### src/rtl/icache_pkg.sv
// ============================================================================
// Module      : icache_pkg
// Description : Shared types and constants for the direct-mapped I-cache.
// Revision    : 1.0 - initial release
// ============================================================================
`default_nettype none

package icache_pkg;

    localparam int ICACHE_SETS  = 16;
    localparam int ICACHE_IDX_W = $clog2(ICACHE_SETS);
    localparam int ICACHE_TAG_W = 32 - 3 - ICACHE_IDX_W;
    localparam int MISS_CNT_W   = 16;

    typedef logic [31:0] word_t;

    typedef enum logic [1:0] {
        IDLE   = 2'd0,
        FETCH0 = 2'd1,
        FETCH1 = 2'd2
    } icache_state_t;

    typedef struct packed {
        logic [ICACHE_TAG_W-1:0] tag;
        logic [ICACHE_IDX_W-1:0] idx;
        logic                    blkoff;
        logic [1:0]              bytoff;
    } icachef_t;

    typedef struct packed {
        logic                    valid;
        logic [ICACHE_TAG_W-1:0] tag;
        word_t [1:0]             data;
    } icache_frame_t;

    function automatic logic [MISS_CNT_W-1:0] sat_inc(input logic [MISS_CNT_W-1:0] v);
        return (&v) ? v : v + 1'b1;
    endfunction

endpackage

`default_nettype wire

### src/rtl/icache_if.sv
// ============================================================================
// Module      : icache_if
// Description : Fetch-port and memory-port bundle of the instruction cache.
// Revision    : 1.0 - initial release
// ============================================================================
`default_nettype none

interface icache_if
    import icache_pkg::*;
#(
    parameter int PC_BITS = 32
);
    logic                  imemREN;
    logic [PC_BITS-1:0]    imemaddr;
    logic                  ihit;
    word_t                 imemload;
    logic                  iREN;
    logic [PC_BITS-1:0]    iaddr;
    logic                  iwait;
    word_t                 iload;
    logic [MISS_CNT_W-1:0] miss_count;

    modport slave (
        input  imemREN, imemaddr, iwait, iload,
        output ihit, imemload, iREN, iaddr, miss_count
    );

    modport master (
        output imemREN, imemaddr, iwait, iload,
        input  ihit, imemload, iREN, iaddr, miss_count
    );
endinterface

`default_nettype wire

### src/rtl/icache.sv
// ============================================================================
// Module      : icache
// Description : Direct-mapped read-only I-cache, 2-word blocks, miss counter.
// Revision    : 1.0 - initial release
// ============================================================================
`default_nettype none

module icache
    import icache_pkg::*;
#(
    parameter int SETS    = ICACHE_SETS,
    parameter int PC_BITS = 32
) (
    input  wire logic CLK,
    input  wire logic nRST,
    icache_if.slave   bus
);

    localparam int IDX_W = $clog2(SETS);
    localparam int TAG_W = PC_BITS - 3 - IDX_W;

    icache_state_t           state_q, state_d;
    logic [TAG_W+IDX_W-1:0]  fill_q, fill_d;
    word_t                   word0_q, word0_d;
    logic [MISS_CNT_W-1:0]   miss_count_q, miss_count_d;
    logic                    iren_q, iren_d;
    logic [PC_BITS-1:0]      iaddr_q, iaddr_d;
    logic [SETS-1:0]         valid_q, valid_d;
    logic [TAG_W-1:0]        tag_q  [SETS];
    word_t                   data_q [SETS][2];

    logic [TAG_W-1:0]        w_tag;
    logic [IDX_W-1:0]        w_idx;
    logic                    w_blk;
    logic                    w_hit;
    logic [TAG_W-1:0]        w_fill_tag;
    logic [IDX_W-1:0]        w_fill_idx;
    logic                    w_frame_we;
    logic [1:0]              w_unused_bytoff;

    assign w_tag           = bus.imemaddr[PC_BITS-1:3+IDX_W];
    assign w_idx           = bus.imemaddr[2+IDX_W:3];
    assign w_blk           = bus.imemaddr[2];
    assign w_unused_bytoff = bus.imemaddr[1:0];
    assign w_fill_tag      = fill_q[TAG_W+IDX_W-1:IDX_W];
    assign w_fill_idx      = fill_q[IDX_W-1:0];

    // Lookups are only honoured in IDLE: there is no hit-under-miss.
    assign w_hit = (state_q == IDLE) && bus.imemREN && valid_q[w_idx]
                   && (tag_q[w_idx] == w_tag);

    assign bus.ihit       = w_hit;
    assign bus.imemload   = w_hit ? data_q[w_idx][w_blk] : '0;
    assign bus.iREN       = iren_q;
    assign bus.iaddr      = iaddr_q;
    assign bus.miss_count = miss_count_q;

    always_comb begin
        state_d      = state_q;
        fill_d       = fill_q;
        word0_d      = word0_q;
        miss_count_d = miss_count_q;
        iren_d       = iren_q;
        iaddr_d      = iaddr_q;
        valid_d      = valid_q;
        w_frame_we   = 1'b0;
        case (state_q)
            IDLE: begin
                if (bus.imemREN && !w_hit) begin
                    fill_d       = {w_tag, w_idx};
                    miss_count_d = sat_inc(miss_count_q);
                    state_d      = FETCH0;
                    iren_d       = 1'b1;
                    iaddr_d      = {w_tag, w_idx, 1'b0, 2'b00};
                end
            end
            FETCH0: begin
                if (!bus.iwait) begin
                    word0_d = bus.iload;
                    state_d = FETCH1;
                    iaddr_d = {fill_q, 1'b1, 2'b00};
                end
            end
            FETCH1: begin
                // Second word arrives: the whole block is installed at once.
                if (!bus.iwait) begin
                    w_frame_we          = 1'b1;
                    valid_d[w_fill_idx] = 1'b1;
                    state_d             = IDLE;
                    iren_d              = 1'b0;
                    iaddr_d             = '0;
                end
            end
            default: begin
                state_d = IDLE;
                iren_d  = 1'b0;
                iaddr_d = '0;
            end
        endcase
    end

    always_ff @(posedge CLK or negedge nRST) begin
        if (!nRST) begin
            state_q      <= IDLE;
            fill_q       <= '0;
            word0_q      <= '0;
            miss_count_q <= '0;
            iren_q       <= 1'b0;
            iaddr_q      <= '0;
            valid_q      <= '0;
        end else begin
            state_q      <= state_d;
            fill_q       <= fill_d;
            word0_q      <= word0_d;
            miss_count_q <= miss_count_d;
            iren_q       <= iren_d;
            iaddr_q      <= iaddr_d;
            valid_q      <= valid_d;
        end
    end

    // Tag/data storage carries no reset; valid bits alone qualify it.
    always_ff @(posedge CLK) begin
        if (w_frame_we) begin
            tag_q[w_fill_idx]     <= w_fill_tag;
            data_q[w_fill_idx][0] <= word0_q;
            data_q[w_fill_idx][1] <= bus.iload;
        end
    end

endmodule

`default_nettype wire
### src/flat_wrapper.sv
// flat-port wrapper written by rule: the top's interface ports become plain ports
module icache_flat import icache_pkg::*;
#(
    parameter int SETS    = ICACHE_SETS,
    parameter int PC_BITS = 32
)
  (CLK, nRST, bus_imemREN, bus_imemaddr, bus_iwait, bus_iload, bus_ihit, bus_imemload, bus_iREN, bus_iaddr, bus_miss_count);
  icache_if #(.PC_BITS(PC_BITS)) bus_i ();
  input  wire logic CLK;
  input  wire logic nRST;
  input wire logic [$bits(bus_i.imemREN)-1:0] bus_imemREN;
  input wire logic [$bits(bus_i.imemaddr)-1:0] bus_imemaddr;
  input wire logic [$bits(bus_i.iwait)-1:0] bus_iwait;
  input wire logic [$bits(bus_i.iload)-1:0] bus_iload;
  output wire logic [$bits(bus_i.ihit)-1:0] bus_ihit;
  output wire logic [$bits(bus_i.imemload)-1:0] bus_imemload;
  output wire logic [$bits(bus_i.iREN)-1:0] bus_iREN;
  output wire logic [$bits(bus_i.iaddr)-1:0] bus_iaddr;
  output wire logic [$bits(bus_i.miss_count)-1:0] bus_miss_count;
  assign bus_i.imemREN = bus_imemREN;
  assign bus_i.imemaddr = bus_imemaddr;
  assign bus_i.iwait = bus_iwait;
  assign bus_i.iload = bus_iload;
  assign bus_ihit = bus_i.ihit;
  assign bus_imemload = bus_i.imemload;
  assign bus_iREN = bus_i.iREN;
  assign bus_iaddr = bus_i.iaddr;
  assign bus_miss_count = bus_i.miss_count;
  icache #(.SETS(SETS), .PC_BITS(PC_BITS)) u_core (.CLK(CLK), .nRST(nRST), .bus(bus_i));
endmodule
### config.mk
export PLATFORM = sky130hd
export DESIGN_NAME = icache_flat
export DESIGN_NICKNAME = d
export VERILOG_FILES = /design/src/rtl/icache_pkg.sv /design/src/rtl/icache_if.sv /design/src/rtl/icache.sv /design/src/flat_wrapper.sv
export SDC_FILE = /design/constraint.sdc
export NUM_CORES = 1
export LEC_CHECK = 0
export ABC_CLOCK_PERIOD_IN_PS = 7300
export CAP_MARGIN = 10
export CORE_MARGIN = 2
export CORE_UTILIZATION = 55
export CTS_CLUSTER_SIZE = 8
export DETAILED_ROUTE_END_ITERATION = 8
export GPL_TIMING_DRIVEN = 0
export HOLD_SLACK_MARGIN = 0.12
export PLACE_DENSITY = 0.76
export SYNTH_ARGS = -nofsm -noshare
export SYNTH_HDL_FRONTEND = slang
export SYNTH_SLANG_ARGS = --single-unit
### constraint.sdc
create_clock -name CLK -period 7.3 [get_ports CLK]
set_input_delay 1.825 -clock CLK [delete_from_list [all_inputs] [get_ports CLK]]
set_output_delay 1.825 -clock CLK [all_outputs]
set_load 0.005 [all_outputs]
==> results summary <==
The net switching power of the design came out at 5840 uW. Summed over its instances, the top area cell type makes up 71.5% of the synthesized netlist area. CTS placed an instance of sky130_fd_sc_hd__clkbuf_16 at the clock tree root. The floorplan step defined a core boundary enclosing 108000 sq um. The number of violations reported at the end of detailed-routing iteration 0 came out at 4497. After synthesis, the most frequently instantiated cells are sky130_fd_sc_hd__edfxtp_1, sky130_fd_sc_hd__mux4_2, sky130_fd_sc_hd__dfrtp_1. The via count of the routed design is 31700. The detailed-router iteration count before antenna repair came out at 6. The final global-route overflow total came out at 0. The number of antenna repair diodes came out at 0. The floorplan step defined a die boundary enclosing 111000 sq um.

The mapped netlist covers 59800 sq um. The residual DRC count is 0. By area the synthesized netlist is led by sky130_fd_sc_hd__edfxtp_1, sky130_fd_sc_hd__mux4_2, sky130_fd_sc_hd__dfrtp_1, sky130_fd_sc_hd__mux2i_1, sky130_fd_sc_hd__nand2_1. Relative to the synthesized area, the layout overhead comes to 20.4%. Clock-pin slew was measured on the worst setup and hold paths at 0.05 ns. The logic gate share of total power came out at 9.3%.

VDD sags by at most 0.000219 V. The most used flip-flop cell after synthesis is sky130_fd_sc_hd__edfxtp_1. The number of I/O port buffers is 142.

The net count reported at finish came out at 3194. The static power due to leakage came out at 0.0237 uW. The chip width is 334 um.

The unique cell type count in the Yosys netlist came out at 61. Clock tree synthesis found a total of 1549 sinks. After routing the design area is 72000 sq um. The number of instances in the synthesized netlist came out at 2668.

In the finished design, the share of the clock period the worst path needs comes to 99.7%. The arrival time of the worst setup path came out at 5.45 ns. The maximum fanout along the worst path is 10. The setup path with the least slack is of type input port to primary output. Yosys printed 0 warnings.

The highest achievable clock rate came out at 137 MHz. At the worst endpoint, the required time is 5.48 ns. The pin count of the biggest net entering global routing came out at 82. In the synthesized netlist the async set-or-reset flop fraction comes to 8.07%. The tightest slew margin relative to the limit is 12.0%. The starting density of the core is 55.6%. The dominant cell type by area after synthesis is sky130_fd_sc_hd__edfxtp_1. The post-synthesis sequential area ratio is 76.7%. The number of synthesized flops with an enable pin is 1424.

The pin slew with the least headroom to its limit came out at 1.32 ns. After floorplanning, the core was divided into 120 placement rows. The number of levels the H-tree was split into is 4.

The via count normalized by instance count came out at 6.75. The synthesized area divided by synthesized cell count is 22.4 sq um. The number of maximum-capacitance constraint violations is 0. The post-route antenna net violation count came out at 0. The switching part of the total came out at 25.1%. The synthesis-stage register bit count is 1549. The share of total power in sequential cells is 51.3%. The number of antenna violations at the first check in global routing is 6. The I/O pin count is 150. The worst setup path is launched from an input port. TritonCTS built the clock tree. The maximum number of buffers from clock root to sink is 3. The cell area after placement came out at 65100 sq um. The clock latency of the later-clocked register in the worst-skew pair is 0.81 ns.

The CTS buffer count is 211. The via count of the first global-routing pass was 32800. The fraction of power consumed by the clock network came out at 39.3%. The class of the worst hold path is register to register. The internal portion of total power came out at 17400 uW. The critical path endpoint category is a primary output. The routed length per instance came out at 34.6 um.

In the global route stage, overall resource usage came out at 29.3%. Once placement completed, the tool counted placed cells totaling 4302. The vertical die dimension is 334 um.

Setup violations remaining at the end of the flow were counted as 0. The cell area power density is 323 nW/um^2. The maximum clock skew at final layout is 0.0671 ns.

The run finished with clean final reports. The final routed wirelength across all metal layers is 162000 um. The minimum clock period after layout came out at 7.28 ns. The first global-routing pass estimated 231000 um of wire. Summed over all nets, the half-perimeter wirelength after detailed placement is 95700 um. The number of hold violations in the final report came to 0. Yosys instantiated no cell more often than sky130_fd_sc_hd__edfxtp_1. The finished layout holds 4695 standard cells, fillers aside. The final sum of negative setup slack came out at 0 ns. The max-slew violation count came out at 0. At the end of routability-driven placement, the weighted congestion stood at 0.844. The layout cell share with drive strength beyond 1 came out at 28.9%.
## through the flow
step / hold slack [ns] / power [uW] / setup WS, ns / utilization, %
6_report: 0.469 / 23200 / 0.0216 / 67.0
5_1_grt: 0.490 / 23800 / -0.0469 / 67.0
4_1_cts: 0.466 / 23200 / 0.00813 / 66.8
3_5_place_dp: 0.456 / 14100 / -3.15 / 60.5
3_3_place_gp: 0.446 / 13800 / -4.67 / 58.6
2_1_floorplan: 0.434 / 12800 / 0.790 / -
## power groups by stage
stage               Clock, uW  Sequential, uW  Combinational (uW)
global placement            0           11900                1870
CTS                      9180           11900                2130
global route             9570           12000                2260
detailed placement          0           12000                2050
finish                   9140           11900                2170
floorplan                   0           11700                1170
## area by class of cell
type	count	area, sq um
Timing Repair Buffer	245	3520
Clock inverter	14	319
Clock buffer	366	5880
Buffer	143	1040
Multi-Input combinational cell	970	13600
Tap cell	1403	1760
Sequential cell	1549	45900
Fill cell	6379	35500
Inverter	5	20.0
## sequential cells by signal, summed over array words and instances, names as in the netlist
| signal | cells |
|---|---|
| u_core.bus.iREN | 1 |
| u_core.bus.iaddr | 30 |
| u_core.bus.miss_count | 16 |
| u_core.data_q | 1024 |
| u_core.fill_q | 29 |
| u_core.state_q | 1 |
| u_core.tag_q | 400 |
| u_core.valid_q | 16 |
| u_core.word0_q | 32 |
## critical path: stages
cell	delay [ns]
sky130_fd_sc_hd__buf_2	0.23
sky130_fd_sc_hd__buf_12	0.21
sky130_fd_sc_hd__buf_6	0.18
sky130_fd_sc_hd__mux4_2	0.31
sky130_fd_sc_hd__mux4_2	0.58
sky130_fd_sc_hd__xnor2_4	0.26
sky130_fd_sc_hd__o2111ai_2	0.18
sky130_fd_sc_hd__nor4_4	0.34
sky130_fd_sc_hd__nand3_4	0.13
sky130_fd_sc_hd__buf_12	0.18
sky130_fd_sc_hd__clkbuf_8	0.20
sky130_fd_sc_hd__a21oi_4	0.24
sky130_fd_sc_hd__clkdlybuf4s50_1	0.55
## worst paths after layout
| check | slack (ns) | cells after the start | to | start |
|---|---|---|---|---|
| max | 0.02 | 13 | bus_imemload[21] | bus_imemaddr[4] |
| min | 0.47 | 1 | u_core.valid_q[0]$_DFFE_PN0P_ | u_core.valid_q[0]$_DFFE_PN0P_ |
| max reg2reg | 3.50 | 10 | u_core.bus.iaddr[17]$_DFFE_PN0P_ | u_core.tag_q[7][19]$_DFFE_PP_ |
| min reg2reg | 0.47 | 1 | u_core.valid_q[0]$_DFFE_PN0P_ | u_core.valid_q[0]$_DFFE_PN0P_ |
| max in group asynchronous | 5.35 | 2 | u_core.valid_q[10]$_DFFE_PN0P_ | nRST |
| min in group asynchronous | 1.01 | 1 | u_core.bus.miss_count[15]$_DFFE_PN0P_ | nRST |
## cell families after synthesis
kind of cell | count (synthesis) | share of synthesized area [%]
other | 1 | 0.00627
AOI/OAI and AO/OA | 126 | 1.42
adders and majority gates | 1 | 0.0209
DFF | 1549 | 76.7
muxes | 570 | 18.1
xor gates and xnor gates | 45 | 0.659
and+or+nand+nor | 226 | 1.86
buffers and inverters | 150 | 1.23
## layer usage
metal / vias to the layer above / GRT usage, % / wire length (um)
met5: - / 0 / 53
li1: 12100 / - / -
met1: 16600 / 38.6 / 57100
met3: 449 / 6.41 / 17700
met2: 2523 / 47.8 / 80600
met4: 10 / 12.9 / 6870
## cell usage in the layout, fill, tap and decap left out, types with 10 or more instances in the layout
master                            synthesis  routed
sky130_fd_sc_hd__buf_8                    2      16
sky130_fd_sc_hd__a22oi_1                 18      17
sky130_fd_sc_hd__buf_12                   3      52
sky130_fd_sc_hd__nand3_1                 11      10
sky130_fd_sc_hd__nor2_4                   0      12
sky130_fd_sc_hd__mux2_2                  36      36
sky130_fd_sc_hd__mux2_1                  26      26
sky130_fd_sc_hd__a21oi_2                  0      13
sky130_fd_sc_hd__edfxtp_1              1424    1424
sky130_fd_sc_hd__clkbuf_2                 1      31
sky130_fd_sc_hd__or2_2                   17      17
sky130_fd_sc_hd__mux2i_1                106     104
sky130_fd_sc_hd__dfrtp_1                125     125
sky130_fd_sc_hd__buf_6                    8      15
sky130_fd_sc_hd__clkbuf_1                74     187
sky130_fd_sc_hd__buf_4                    5      33
sky130_fd_sc_hd__a21oi_1                 37      17
sky130_fd_sc_hd__buf_2                   16      14
sky130_fd_sc_hd__mux4_2                 401     401
sky130_fd_sc_hd__xor2_1                  23      23
sky130_fd_sc_hd__xnor2_1                 22      19
sky130_fd_sc_hd__o22ai_1                 30      30
sky130_fd_sc_hd__clkbuf_16                0     213
sky130_fd_sc_hd__buf_16                   0      33
sky130_fd_sc_hd__nand2_1                115     114
sky130_fd_sc_hd__clkdlybuf4s50_1          0     138
## repair_timing
item | 4_1_cts | 5_1_grt
hold buffers | 0 | 0
pin swaps | 5 | 3
gates resized for setup | 222 | 26
setup buffers | 5 | 8
endpoints found under the setup margin | 33 | 33
gates cloned | 0 | 1
No activity file was read; power rests on OpenSTA's default activity.
